## config.mk

```make
export PLATFORM = sky130hd
export DESIGN_NAME = alu_arbiter
export DESIGN_NICKNAME = d
export VERILOG_FILES = /design/src/rtl/alu_arbiter.sv
export SDC_FILE = /design/constraint.sdc
export NUM_CORES = 1
export LEC_CHECK = 0
export ABC_AREA = 1
export BUFFER_PORTS_ARGS = -buffer_cell sky130_fd_sc_hd__buf_2
export CAP_MARGIN = 10
export CORE_MARGIN = 2
export CORE_UTILIZATION = 25
export DETAILED_ROUTE_END_ITERATION = 12
export PLACE_DENSITY_LB_ADDON = 0.15
export REMOVE_ABC_BUFFERS = 1
export SYNTH_ARGS = -nofsm -noshare
export SYNTH_HDL_FRONTEND = slang
export SYNTH_SLANG_ARGS = --single-unit
```

## constraint.sdc

```tcl
create_clock -name clk -period 5.1 [get_ports clk]
set_input_delay 1.02 -clock clk [delete_from_list [all_inputs] [get_ports clk]]
set_output_delay 1.02 -clock clk [all_outputs]
set_load 0.01 [all_outputs]
```

## src/rtl/alu_arbiter.sv

```systemverilog
// Two-requester round-robin front end for a shared multi-cycle ALU.
// One operation is in flight at a time; each completion is reported with a one-cycle done/err pulse.
module alu_arbiter #(
    parameter int unsigned WIDTH = 8,
    parameter int unsigned LAT   = 1
) (
    input  logic             clk,
    input  logic             rst,
    input  logic             on,
    input  logic             req0,
    input  logic             req1,
    input  logic [WIDTH-1:0] a0,
    input  logic [WIDTH-1:0] b0,
    input  logic [WIDTH-1:0] a1,
    input  logic [WIDTH-1:0] b1,
    input  logic [6:0]       op0,
    input  logic [6:0]       op1,
    output logic [2:0]       alu_in_sel,
    output logic [WIDTH-1:0] alu_num1,
    output logic [WIDTH-1:0] alu_num2,
    output logic [6:0]       alu_out_sel,
    input  logic [WIDTH-1:0] alu_out,
    output logic [1:0]       grant,
    output logic             done0,
    output logic             done1,
    output logic             err,
    output logic [WIDTH-1:0] result,
    output logic [1:0]       currState,
    output logic [1:0]       nextState
);

    localparam int unsigned CW = 4;

    localparam logic [1:0] S_IDLE = 2'b00;
    localparam logic [1:0] S_LOAD = 2'b01;
    localparam logic [1:0] S_EXEC = 2'b10;
    localparam logic [1:0] S_DONE = 2'b11;

    localparam logic [2:0] SEL_PERSIST = 3'b100;
    localparam logic [2:0] SEL_LOAD    = 3'b010;
    localparam logic [2:0] SEL_RESET   = 3'b001;

    logic [1:0]       state_q, state_d;
    logic [1:0]       grant_q, grant_d;
    logic             done0_q, done0_d;
    logic             done1_q, done1_d;
    logic             err_q, err_d;
    logic [WIDTH-1:0] result_q, result_d;
    logic [CW-1:0]    cnt_q, cnt_d;
    logic             last_q, last_d;
    logic [2:0]       in_sel_q, in_sel_d;
    logic [WIDTH-1:0] num1_q, num1_d;
    logic [WIDTH-1:0] num2_q, num2_d;
    logic [6:0]       out_sel_q, out_sel_d;

    logic             pick1;
    logic [6:0]       pick_op;
    logic [WIDTH-1:0] pick_a;
    logic [WIDTH-1:0] pick_b;

    // Round-robin choice: requester 1 wins a tie only if requester 0 was served last.
    always_comb begin
        pick1   = req1 && (!req0 || !last_q);
        pick_op = pick1 ? op1 : op0;
        pick_a  = pick1 ? a1 : a0;
        pick_b  = pick1 ? b1 : b0;
    end

    always_comb begin
        state_d   = state_q;
        grant_d   = grant_q;
        done0_d   = 1'b0;
        done1_d   = 1'b0;
        err_d     = 1'b0;
        result_d  = result_q;
        cnt_d     = cnt_q;
        last_d    = last_q;
        in_sel_d  = SEL_PERSIST;
        num1_d    = num1_q;
        num2_d    = num2_q;
        out_sel_d = out_sel_q;

        case (state_q)
            S_IDLE: begin
                if (on && (req0 || req1)) begin
                    grant_d = pick1 ? 2'b10 : 2'b01;
                    if ($onehot(pick_op)) begin
                        num1_d    = pick_a;
                        num2_d    = pick_b;
                        out_sel_d = pick_op;
                        in_sel_d  = SEL_LOAD;
                        state_d   = S_LOAD;
                    end else begin
                        // Malformed opcode bypasses the ALU and completes immediately.
                        err_d    = 1'b1;
                        done0_d  = !pick1;
                        done1_d  = pick1;
                        result_d = '0;
                        state_d  = S_DONE;
                    end
                end
            end
            S_LOAD: begin
                cnt_d   = CW'(LAT - 1);
                state_d = S_EXEC;
            end
            S_EXEC: begin
                if (cnt_q == '0) begin
                    result_d = alu_out;
                    done0_d  = grant_q[0];
                    done1_d  = grant_q[1];
                    state_d  = S_DONE;
                end else begin
                    cnt_d = cnt_q - CW'(1);
                end
            end
            default: begin
                last_d  = grant_q[1];
                grant_d = 2'b00;
                state_d = S_IDLE;
            end
        endcase
    end

    always_ff @(posedge clk) begin
        if (rst) begin
            state_q   <= S_IDLE;
            grant_q   <= 2'b00;
            done0_q   <= 1'b0;
            done1_q   <= 1'b0;
            err_q     <= 1'b0;
            result_q  <= '0;
            cnt_q     <= '0;
            last_q    <= 1'b1;
            in_sel_q  <= SEL_RESET;
            num1_q    <= '0;
            num2_q    <= '0;
            out_sel_q <= '0;
        end else begin
            state_q   <= state_d;
            grant_q   <= grant_d;
            done0_q   <= done0_d;
            done1_q   <= done1_d;
            err_q     <= err_d;
            result_q  <= result_d;
            cnt_q     <= cnt_d;
            last_q    <= last_d;
            in_sel_q  <= in_sel_d;
            num1_q    <= num1_d;
            num2_q    <= num2_d;
            out_sel_q <= out_sel_d;
        end
    end

    assign alu_in_sel  = in_sel_q;
    assign alu_num1    = num1_q;
    assign alu_num2    = num2_q;
    assign alu_out_sel = out_sel_q;
    assign grant       = grant_q;
    assign done0       = done0_q;
    assign done1       = done1_q;
    assign err         = err_q;
    assign result      = result_q;
    assign currState   = state_q;
    assign nextState   = state_d;

endmodule

```

Word level (Yosys, flattened, before mapping). Cells that the tools add are included.

Logic and storage cells: 76. Bits of input ports: 59. Flip-flop bits (word level): 46.

Reduce and logical (&&, ||, !) cells: 18. Bitwise logic cells: 3. Muxes and demuxes: 28. Equal/unequal tests: 7. $add $sub $neg: 7.

Operators by type and width (number): 8-bit two-way mux (5); 8-bit case mux with 2 select lines (1); 2-bit two-way mux (5); 3-bit two-way mux (3); 2-bit != test (second input constant) (4); 4-bit case mux with 2 select lines (1); 1-bit two-way mux (7); 7-bit two-way mux (1); 1-bit by 1-bit adder with 2-bit output (3); 2-bit case mux with 3 select lines (1); 3-bit OR reduction (2); 4-bit zero test (1); 4-bit two-way mux (1); 1-bit case mux with 2 select lines (2); 2-bit case mux with 2 select lines (1); 2-bit AND reduction (2); 4-bit AND reduction (1); 2-bit nonzero test (2); 4-bit by 1-bit subtractor with 4-bit output (second input constant) (1); 2-bit by 1-bit adder with 3-bit output (1); 2-bit by 2-bit adder with 3-bit output (1); 3-bit adder (1); 3-bit by 1-bit equality test with 1-bit output (second input constant) (1); 1-bit zero test (3); other kinds (8) (12).

Depth between registers and ports, before layout. Gate-level depths: netlist (run 1).

Word-level depth: 11. Mapped depth: 21. Gate-level depth less buffers: 19.

Worst setup path after synthesis (run 1). OpenSTA, ideal clock, no wires.

Path type: input port to output port. Start: input port req0. End: output port nextState[1]. Path slack: 214 ps. Arrival: 3866 ps. Path buffers: 1. Cell stages on the path: 18. Cell sequence: nand2_1 -> nand2_2 -> inv_2 -> buf_6 -> nand2_1 -> nand2_1 -> fa_1 -> fa_1 -> inv_1 -> fa_1 -> inv_1 -> fa_1 -> clkinv_1 -> nand3_2 -> nand2_1 -> nand3_1 -> nand2_1 -> inv_1.

Longest elaborated chain between the ends: 11.

Ends and longest elaborated chain: start: declaration (RTL line 10) `input logic req0,`; 1-bit zero test (RTL line 63) `pick1 = req1 && (!req0 || !last_q);`; 1-bit logical OR (RTL line 63); 1-bit logical AND (RTL line 63); 7-bit two-way mux (RTL line 64) `pick_op = pick1 ? op1 : op0;`; named net pick_op[0] (RTL line 57) `logic [6:0] pick_op;`; 1-bit by 1-bit adder with 2-bit output (implied by the code) (RTL line 87) `if ($onehot(pick_op)) begin`; 2-bit by 2-bit adder with 3-bit output (implied by the code) (RTL line 87); 3-bit adder (implied by the code) (RTL line 87); 3-bit by 1-bit equality test with 1-bit output (RTL line 87); 2-bit two-way mux (RTL line 87); 2-bit two-way mux (RTL line 85) `if (on && (req0 || req1)) begin`; 2-bit case mux with 3 select lines (RTL line 83) `case (state_q)`; end: declaration (RTL line 29) `output logic [1:0] nextState`.

The timed path passes the listed nets, and every way through them passes these cells.

Worst setup path in the final report (run 1). Ends and elaborated chain as after synthesis.

==> run_results.csv, run 1 <==
group,metric,value,unit
floorplan,floorplan.die_area,10200,um^2
floorplan,core,9200,um^2
grt,grt_overflow_total,0,
clocking,ctsLongestPathBuffers,2,
cells_and_area,drive_above_1_share,34.5,%
power_and_ir_drop,static-leakage-power,1.76,nW
run_status,run_status,"complete, no violations",
yosys,synth_sequential_area_ratio,39.2,%
drt,via_total_after_detailed_routing,2311,
clocking,cts.hold.buffers_added,0,
cells_and_area,utilization,33.8,%
drt,drt_first_iter_violations,44,
grt,grt_pass1_vias,2172,
grt,grt_antenna_before_repair,0,
yosys,syn_area_per_cell,6.99,um^2
worst_setup_path,timing_worst_setup_path_type,"in -> out",
clocking,clock_tree.htree_level_count,2,
yosys,syn-instance-count,336,
yosys,synth_ff_type,"sky130_fd_sc_hd__dfxtp_1",
grt,grt_first_pass_wirelength,9920,um
cells_and_area,final_net_count,512,
yosys,post_synth_instance_area,2350,um^2
drt,count_of_nets_left_with_antenna_violations_after_detail_routing,0,
cells_and_area,flow.area_growth_from_synthesis,32.2,%
clocking,numCtsBuffers,5,
floorplan,initial_utilization,25.6,%
cells_and_area,multiInputGateArea,1240,um^2
cells_and_area,n_antenna_cell,0,
power_and_ir_drop,power,1.38,mW
drt,drt-total-wl,6080,um
cells_and_area,n_fill_cell,1028,
floorplan,top_level_ports,102,
timing,timing_worst_slew_pin_value,0.475,ns
floorplan,die_h,101,um
hold_path,timing.hold.worst.class,"reg -> reg",
yosys,yosys.cell_types.count,27,
timing,hold-worst-slack,0.446,ns
place,dpl_worst_slack,-0.00844,ns
worst_setup_path,timing.critical_path.from_type,"input pin",
worst_setup_path,critical_path.max_fanout,5,
timing,period_minus_slack,4.89,ns
cells_and_area,layout.area.seq,921,um^2
worst_setup_path,cp.arrival,3.87,ns
timing,timing.max_slew.rel_slack,68.3,%
yosys,ys_warn_count,0,
flow_run,maxCapViolCount,0,
drt,drt_drc_violations_left,0,
timing,report.final.hold_viol_count,0,
yosys,synth_top_area_cell,"sky130_fd_sc_hd__dfxtp_1",
clocking,path_clk_slew,0.08,ns
clocking,cts_root_buf,"sky130_fd_sc_hd__clkbuf_8",
drt,drt-vias-per-instance,4.16,
yosys,ys_top_cells_by_area,"sky130_fd_sc_hd__dfxtp_1 (39%), sky130_fd_sc_hd__nand2_1 (26%), sky130_fd_sc_hd__nand2_2 (4.0%), sky130_fd_sc_hd__nor2_1 (3.8%), sky130_fd_sc_hd__inv_1 (3.5%)",
grt,grt_usage,12.3,%
place,place.gp.congestion,0.769,
grt,maximum_number_of_pins_on_one_net_before_global_route_repair,25,
power_and_ir_drop,vdd.ir_drop.worst,0.242,mV
yosys,synth_top_cells_by_count,"sky130_fd_sc_hd__nand2_1 (165), sky130_fd_sc_hd__dfxtp_1 (46), sky130_fd_sc_hd__nor2_1 (24)",
timing,setup-tns-final,0,ns
yosys,yosys_register_bits,46,
place,port-buffer-count,101,
floorplan,number_of_rows_created_at_floorplan,35,
yosys,most_numerous_cell_in_the_yosys_netlist,"sky130_fd_sc_hd__nand2_1",
drt,drtPass1Iterations,4,
yosys,area_share_of_the_largest_cell_type_after_synthesis,39.2,%
clocking,clock_latency,0.29,ns
drt,wire_per_inst,11.0,um
timing,postLayoutSetupSlackWorst,0.209,ns
worst_setup_path,cp-end-kind,"output port",
worst_setup_path,worstPathRequired,4.08,ns
yosys,post_synth_edffs,0,
timing,timing.final.crit_share,95.9,%
clocking,clock_sinks,46,
power_and_ir_drop,power_density,443,nW/um^2
worst_setup_path,ff2ff_setup_slack,1.44,ns
clocking,cts_tree,"done",
timing,final_max_tran_viols,0,
floorplan,die_w,101,um
place,place_hpwl,4740,um
timing,clock-skew-final,0.00864,ns
yosys,postSynth.asyncResetShare,0,%
timing,setup_viol,0,
timing,fmaxAchievable,204,MHz
worst max-delay path, stage by stage:
cell	delay, ns
sky130_fd_sc_hd__buf_4	0.10
sky130_fd_sc_hd__nand2_2	0.07
sky130_fd_sc_hd__nand2_4	0.11
sky130_fd_sc_hd__inv_4	0.05
sky130_fd_sc_hd__nand2_1	0.06
sky130_fd_sc_hd__nand2_2	0.06
sky130_fd_sc_hd__fa_1	0.49
sky130_fd_sc_hd__fa_1	0.49
sky130_fd_sc_hd__inv_1	0.05
sky130_fd_sc_hd__fa_2	0.35
sky130_fd_sc_hd__inv_2	0.06
sky130_fd_sc_hd__fa_1	0.42
sky130_fd_sc_hd__inv_2	0.07
sky130_fd_sc_hd__nand3_2	0.07
sky130_fd_sc_hd__nand2_2	0.08
sky130_fd_sc_hd__nand3_2	0.06
sky130_fd_sc_hd__nand2_1	0.09
sky130_fd_sc_hd__inv_1	0.04
sky130_fd_sc_hd__buf_2	0.13
where the power goes:
group / switching, mW / total [mW] / internal (mW) / leakage, nW
Combinational: 0.398 / 0.650 / 0.252 / 1.33
Sequential: 0.0371 / 0.459 / 0.422 / 0.375
Clock: 0.120 / 0.266 / 0.146 / 0.0514
layout by cell type (no fill, tap or decap):
cell type                    instances
sky130_fd_sc_hd__o211ai_1            1
sky130_fd_sc_hd__a21oi_1             7
sky130_fd_sc_hd__clkinvlp_4          1
sky130_fd_sc_hd__nor2_2              1
sky130_fd_sc_hd__buf_2             100
sky130_fd_sc_hd__o21a_1              1
sky130_fd_sc_hd__xnor2_1             1
sky130_fd_sc_hd__nand4_2             1
sky130_fd_sc_hd__fa_2                1
sky130_fd_sc_hd__nand2_2            19
sky130_fd_sc_hd__inv_6               1
sky130_fd_sc_hd__nand3_2             3
sky130_fd_sc_hd__buf_4              11
sky130_fd_sc_hd__fa_1                3
sky130_fd_sc_hd__nand2_4             2
sky130_fd_sc_hd__nor2_1             24
sky130_fd_sc_hd__o21ai_0             2
sky130_fd_sc_hd__inv_2               2
sky130_fd_sc_hd__clkbuf_1            1
sky130_fd_sc_hd__bufinv_16           1
sky130_fd_sc_hd__nand3_1            10
sky130_fd_sc_hd__nand4_1             6
sky130_fd_sc_hd__dfxtp_1            46
sky130_fd_sc_hd__clkbuf_8            5
sky130_fd_sc_hd__inv_1              21
sky130_fd_sc_hd__ha_1                6
sky130_fd_sc_hd__nand2_1           160
sky130_fd_sc_hd__nor2_4              3
sky130_fd_sc_hd__o21ai_4             1
sky130_fd_sc_hd__clkinv_1            2
sky130_fd_sc_hd__inv_4               1
area by class of cell:
type                    count  area share (%)
inverters                  27            3.50
multi-input cells         252            40.1
flip-flops and latches     46            29.6
clock buffers               6            2.34
clock inverters             2            1.21
well taps                 111            4.47
repair buffers            111            18.8
state kept, by name, indices dropped and copies added, names as in the netlist:
register and cells:
done1 1, alu_num2 8, cnt_q 4, grant 2
last_q 1, err 1, done0 1, alu_out_sel 7
result 8, alu_num1 8, alu_in_sel 3, currState 2
final timing paths:
path | cells after the start | to | from
worst max register to register | 20 | alu_num2[1] | last_q
worst min-delay path | 2 | alu_num1[7] | alu_num1[7]
worst max-delay path | 19 | nextState[1] | req0
worst min register to register | 2 | alu_num1[7] | alu_num1[7]
through the flow:
stage	cell area, um^2	std cells
detailed placement	2950	545
global route	3110	555
finish	3110	555
CTS	3070	553
floorplan	2250	325
global placement	2950	545
repair_timing:
action / CTS / global route
endpoints found under the setup margin: 1 / 1
setup buffers: 0 / 2
pin swaps: 0 / 7
gates resized for setup: 1 / 11
kinds of logic after synthesis:
logic type	Yosys count	share of synthesized area [%]
xor+xnor	1	0.373
fa+ha+maj	10	6.60
simple gates	229	41.7
flops	46	39.2
compound gates	12	3.25
buf+inv	38	8.89
layer usage:
layer	global-route usage (%)	part of all wire, %
met2	21.0	46
met5	0	0
met1	15.5	47
met3	2.98	5.9
met4	3.43	1.3
Power figures use the tool's default switching activity.
==> run 2, diff against run 1 <==
Settings changed: REMOVE_ABC_BUFFERS 1 to default.
==> run 2 against run 1 <==
  * Sequential power about the same
  * Final cell count rose by 0.54%
  * Clock skew rose by 0.0012 ns
  * Critical path type unchanged
  * Highest routed layer unchanged
==> run_results.csv, run 2 (synthesis gave the netlist of run 1 again) <==
group,metric,value,unit
grt,grt_pass1_vias,2176,
clocking,path_clk_slew,0.08,ns
power_and_ir_drop,power.switching_fraction,40.5,%
clocking,clock_tree.htree_level_count,2,
worst_setup_path,cp.arrival,3.92,ns
place,place_hpwl,4740,um
timing,period_minus_slack,4.94,ns
drt,via_total_after_detailed_routing,2330,
place,post-place-cells,546,
clocking,clock_sinks,46,
cells_and_area,layout_commonest_cell,"sky130_fd_sc_hd__nand2_1",
worst_setup_path,cp-end-kind,"output port",
clocking,numCtsBuffers,5,
floorplan,die_h,101,um
flow_run,maxCapViolCount,0,
run_status,run_status,"complete, no violations",
drt,drt_first_iter_violations,117,
drt,drt_drc_violations_left,0,
worst_setup_path,timing.critical_path.from_type,"input pin",
timing,setup-tns-final,0,ns
floorplan,core,9200,um^2
clocking,clock_latency,0.30,ns
place,detailed_place.area,2960,um^2
timing,hold-worst-slack,0.445,ns
cells_and_area,utilization,34.2,%
drt,wire_per_inst,10.9,um
floorplan,initial_utilization,25.6,%
floorplan,floorplan.die_area,10200,um^2
floorplan,die_w,101,um
power_and_ir_drop,clkPwrFrac,19.1,%
worst_setup_path,worst_r2r_path_depth,20,
worst_setup_path,critical_path.max_fanout,6,
cells_and_area,layout.cells.most_common_list,"sky130_fd_sc_hd__nand2_1 (159), sky130_fd_sc_hd__buf_2 (99), sky130_fd_sc_hd__dfxtp_1 (46)",
worst_setup_path,timing_worst_setup_path_type,"in -> out",
timing,clock-skew-final,0.00984,ns
grt,grt_overflow_total,0,
power_and_ir_drop,switching_power,568,uW
timing,setup_repair_after_global_routing_missed_its_margin,"yes",
grt,maximum_number_of_pins_on_one_net_before_global_route_repair,25,
worst_setup_path,reg2reg_from,"last_q",
grt,grt_antenna_before_repair,0,
cells_and_area,fin_cells,558,
place,place.gp.congestion,0.756,
cells_and_area,flow.area_growth_from_synthesis,34.0,%
clocking,ctsLongestPathBuffers,2,
drt,drt-vias-per-instance,4.18,
timing,timing.final.crit_share,96.9,%
timing,report.final.hold_viol_count,0,
cells_and_area,drive_above_1_share,35.3,%
clocking,cts_tree,"done",
drt,drtPass1Iterations,4,
power_and_ir_drop,power,1.40,mW
cells_and_area,final_net_count,515,
floorplan,top_level_ports,102,
place,port-buffer-count,101,
power_and_ir_drop,p_seq_share,33.0,%
timing,final_max_tran_viols,0,
grt,grt_usage,12.1,%
power_and_ir_drop,comb_power_share,47.9,%
hold_path,timing.hold.worst.class,"reg -> reg",
worst_setup_path,cp-startpoint,"req0",
worst_setup_path,worstPathRequired,4.08,ns
cells_and_area,n_antenna_cell,0,
clocking,cts.hold.buffers_added,0,
power_and_ir_drop,static-leakage-power,1.78,nW
power_and_ir_drop,vdd.ir_drop.worst,0.194,mV
grt,grt_first_pass_wirelength,9910,um
hold_path,hold_start,"alu_num1[7]",
timing,setup_viol,0,
timing,timing.max_slew.rel_slack,67.7,%
timing,fmaxAchievable,202,MHz
drt,count_of_nets_left_with_antenna_violations_after_detail_routing,0,
power_and_ir_drop,power_density,445,nW/um^2
place,dpl_worst_slack,0.0187,ns
cells_and_area,final_design_area_no_fill,3150,um^2
drt,drt-total-wl,6070,um
timing,timing_worst_slew_pin_value,0.483,ns
yosys,mappedNetlistNets,405,
floorplan,number_of_rows_created_at_floorplan,35,
hold_path,hold_path_depth,2,
clocking,cts_root_buf,"sky130_fd_sc_hd__clkbuf_8",
timing,postLayoutSetupSlackWorst,0.156,ns
power_and_ir_drop,cellInternalPower,832,uW
==> run 2: cell type report <==
type | count | area, um^2
tap | 111 | 139
multi-input combinational | 252 | 1250
fill | 1041 | 6050
inverter | 27 | 106
clock buffer | 7 | 76.3
sequential | 46 | 921
timing repair buffer | 114 | 623
clock inverter | 1 | 30.0
==> run 2: final timing paths <==
check | to | slack (ns)
setup / recovery | nextState[1] | 0.16
hold / removal | alu_num1[7] | 0.44
setup reg to reg | alu_out_sel[3] | 1.38
hold reg to reg | alu_num1[7] | 0.44
==> run 2: power by group through the flow <==
stage / Clock (mW) / Combinational [mW] / Sequential [mW]
after floorplan: 0 / 0.433 / 0.489
after global placement: 0 / 0.639 / 0.470
after detailed placement: 0 / 0.642 / 0.471
after CTS: 0.283 / 0.647 / 0.463
after global routing: 0.296 / 0.782 / 0.472
final: 0.268 / 0.671 / 0.461
==> run 2: repair_timing <==
| action | in CTS | in global routing |
|---|---|---|
| gates resized for setup | 0 | 18 |
| setup buffers | 0 | 4 |
| endpoints found under the setup margin | 0 | 1 |
==> run 2: critical path: stages <==
cell and delay, ns:
sky130_fd_sc_hd__buf_8 0.10, sky130_fd_sc_hd__nand2_4 0.06, sky130_fd_sc_hd__nand2_4 0.07, sky130_fd_sc_hd__buf_6 0.12, sky130_fd_sc_hd__nand2_2 0.05, sky130_fd_sc_hd__nand2_2 0.06
sky130_fd_sc_hd__fa_1 0.51, sky130_fd_sc_hd__fa_1 0.56, sky130_fd_sc_hd__inv_2 0.04, sky130_fd_sc_hd__fa_2 0.32, sky130_fd_sc_hd__inv_2 0.06, sky130_fd_sc_hd__fa_1 0.42
sky130_fd_sc_hd__inv_2 0.08, sky130_fd_sc_hd__nand3_2 0.07, sky130_fd_sc_hd__nand2_2 0.08, sky130_fd_sc_hd__nand3_2 0.06, sky130_fd_sc_hd__nand2_2 0.09, sky130_fd_sc_hd__inv_2 0.04
sky130_fd_sc_hd__buf_6 0.11
==> run 2: metal layers <==
metal  vias up  wire (um)  global-route usage, %  share of wire, %
li1       1238          -                      -                 -
met1      1017       2880                   15.2                47
met2        68       2740                   20.8                45
met3         7        368                   3.12               6.1
met4         0         84                   3.22               1.4
met5         -          0                      0                 0
==> run 3, diff against run 2 <==
Settings changed: RECOVER_POWER from default to 50.
Clock period 5.1 ns to 4.9 ns, I/O delays scaled along.
==> run 3 against run 2 <==
  * Combinational power is 4.2% higher
  * Sequential cell count stayed put
  * Hold slack improved by 0.0025 ns
==> run_results.csv, run 3 (synthesis gave the netlist of run 1 again) <==
group,metric,value,unit
run_status,run_status,"complete, no violations",
worst_setup_path,cp-end-kind,"output port",
grt,maximum_number_of_pins_on_one_net_before_global_route_repair,25,
floorplan,die_w,101,um
timing,timing.max_slew.rel_slack,62.6,%
hold_path,timing.hold.worst.class,"reg -> reg",
timing,fmaxAchievable,209,MHz
cells_and_area,n_antenna_cell,0,
worst_setup_path,ff2ff_setup_slack,1.13,ns
timing,setup_viol,0,
clocking,clock_sinks,46,
floorplan,core,9200,um^2
clocking,cts_root_buf,"sky130_fd_sc_hd__clkbuf_8",
floorplan,floorplan.die_area,10200,um^2
timing,clock-skew-final,0.00763,ns
hold_path,holdPathEnd,"alu_num1[7]",
worst_setup_path,cp_slowest_cell,"sky130_fd_sc_hd__fa_1",
cells_and_area,layout_commonest_cell,"sky130_fd_sc_hd__nand2_1",
worst_setup_path,worstPathRequired,3.92,ns
timing,final_max_tran_viols,0,
worst_setup_path,cp_top_family,"adder cells",
worst_setup_path,timing.critical_path.from_type,"input pin",
grt,grt_overflow_total,0,
drt,via_total_after_detailed_routing,2354,
power_and_ir_drop,static-leakage-power,1.65,nW
floorplan,die_h,101,um
yosys,mappedNetlistNets,405,
timing,postLayoutSetupSlackWorst,0.123,ns
clocking,numCtsBuffers,5,
cells_and_area,n_fill_cell,1066,
worst_setup_path,worstPathBufferInverterCount,7,
drt,drt-total-wl,6200,um
worst_setup_path,critical_path.reg2reg.endpoint,"alu_num2[7]",
power_and_ir_drop,vdd.ir_drop.worst,0.185,mV
floorplan,top_level_ports,102,
grt,grt_first_pass_wirelength,10000,um
worst_setup_path,reg2reg_from,"last_q",
grt,grt_usage,12.3,%
flow_run,maxCapViolCount,0,
place,place_hpwl,4740,um
worst_setup_path,cp.arrival,3.80,ns
drt,drt_drc_violations_left,0,
clocking,clock_latency,0.29,ns
worst_setup_path,crit_path_cell_trace,"buf_6, nand2_4, nand2_4, inv_4, nand2_2, nand2_2, fa_1, fa_1, inv_1, fa_2, inv_2, fa_1, clkinv_2, nand3_2, nand2_2, nand3_2, nand2_2, inv_2, buf_6",
clocking,cts.hold.buffers_added,0,
floorplan,initial_utilization,25.6,%
power_and_ir_drop,power_density,465,nW/um^2
clocking,path_clk_slew,0.08,ns
place,detailed_place.area,2970,um^2
cells_and_area,drive_above_1_share,27.9,%
worst_setup_path,critical_path.max_fanout,6,
clocking,cts_tree,"done",
worst_setup_path,timing.critical_path.depth,19,
grt,grt_antenna_before_repair,0,
worst_setup_path,path_common_cell,"sky130_fd_sc_hd__nand2_2",
place,place.gp.congestion,0.763,
cells_and_area,final_design_area_no_fill,3140,um^2
worst_setup_path,timing_worst_setup_path_type,"in -> out",
floorplan,number_of_rows_created_at_floorplan,35,
worst_setup_path,worst_r2r_path_depth,20,
grt,grt_pass1_vias,2245,
timing,timing_worst_slew_pin_value,0.562,ns
timing,period_minus_slack,4.78,ns
drt,count_of_nets_left_with_antenna_violations_after_detail_routing,0,
worst_setup_path,max_stage_delay,0.54,ns
cells_and_area,final_net_count,520,
place,port-buffer-count,101,
clocking,clock_tree.htree_level_count,2,
cells_and_area,utilization,34.1,%
drt,drtPass1Iterations,4,
timing,report.final.hold_viol_count,0,
clocking,ctsLongestPathBuffers,2,
drt,wire_per_inst,11.0,um
place,dpl_worst_slack,-0.0814,ns
drt,drt_first_iter_violations,64,
timing,timing.final.crit_share,97.5,%
cells_and_area,layout.cells.most_common_list,"sky130_fd_sc_hd__nand2_1 (157), sky130_fd_sc_hd__buf_2 (61), sky130_fd_sc_hd__dfxtp_1 (46)",
drt,drt-vias-per-instance,4.18,
cells_and_area,flow.area_growth_from_synthesis,33.6,%
hold_path,hold_path_depth,2,
hold_path,hold_start,"alu_num1[7]",
-- run 3: cell count changes in the layout (fill, tap and decap cells not counted), sizes merged --
cell    before  now
inv         25   24
clkbuf       7   45
clkinv       2    3
buf        114   81
-- run 3: worst min-delay path: stages (launching register included) --
cell and delay, ns:
sky130_fd_sc_hd__dfxtp_1 0.32, sky130_fd_sc_hd__nand2_1 0.06, sky130_fd_sc_hd__nand2_1 0.04
-- run 3: how the worst max path moves through the flow --
stage | endpoint | slack (ns) | startpoint
after floorplan | nextState[1] | 0.09 | req0
after global placement | nextState[1] | -0.05 | req0
after detailed placement | nextState[1] | -0.08 | req0
after CTS | nextState[1] | 0.01 | req0
after global routing | nextState[1] | -0.009 | req0
final | nextState[1] | 0.12 | req0
-- run 3: power by group --
| part | internal [mW] | leakage (nW) | switching [mW] |
|---|---|---|---|
| clock | 0.153 | 0.0524 | 0.124 |
| combinational | 0.272 | 1.22 | 0.427 |
| sequential | 0.439 | 0.375 | 0.0436 |
-- run 3: repair_timing --
item | CTS | global route
resized for setup | 9 | 9
setup endpoints to repair | 1 | 1
endpoints found under the hold margin | 0 | 0
pin swaps | 9 | 8
buffers inserted | 7 | 1
cloned | 0 | 0
-- run 3: final cells by class --
| class | count | area, um^2 | share of cell area [%] |
|---|---|---|---|
| Inverter | 27 | 110 | 3.51 |
| Clock inverter | 1 | 30.0 | 0.957 |
| Sequential cell | 46 | 921 | 29.3 |
| Tap cell | 111 | 139 | 4.42 |
| Clock buffer | 7 | 76.3 | 2.43 |
| Timing Repair Buffer | 119 | 606 | 19.3 |
| Multi-Input combinational cell | 252 | 1260 | 40.1 |
-- run 3: routing by layer --
layer	GRT usage, %	share of wire (%)
met2	21.1	45
met4	3.85	2.0
met1	15.2	47
met3	2.84	5.9
met5	0	0
-- run 3: through the flow --
stage | hold slack [ns] | cells | TNS, ns | total power, mW
6_report | 0.447 | 563 | 0 | 1.46
5_1_grt | 0.472 | 563 | -0.00914 | 1.60
4_1_cts | 0.449 | 562 | 0 | 1.48
3_5_place_dp | 0.428 | 547 | -0.0814 | 1.16
3_3_place_gp | 0.426 | 547 | -0.0520 | 1.16
2_1_floorplan | 0.429 | 336 | 0 | 0.959
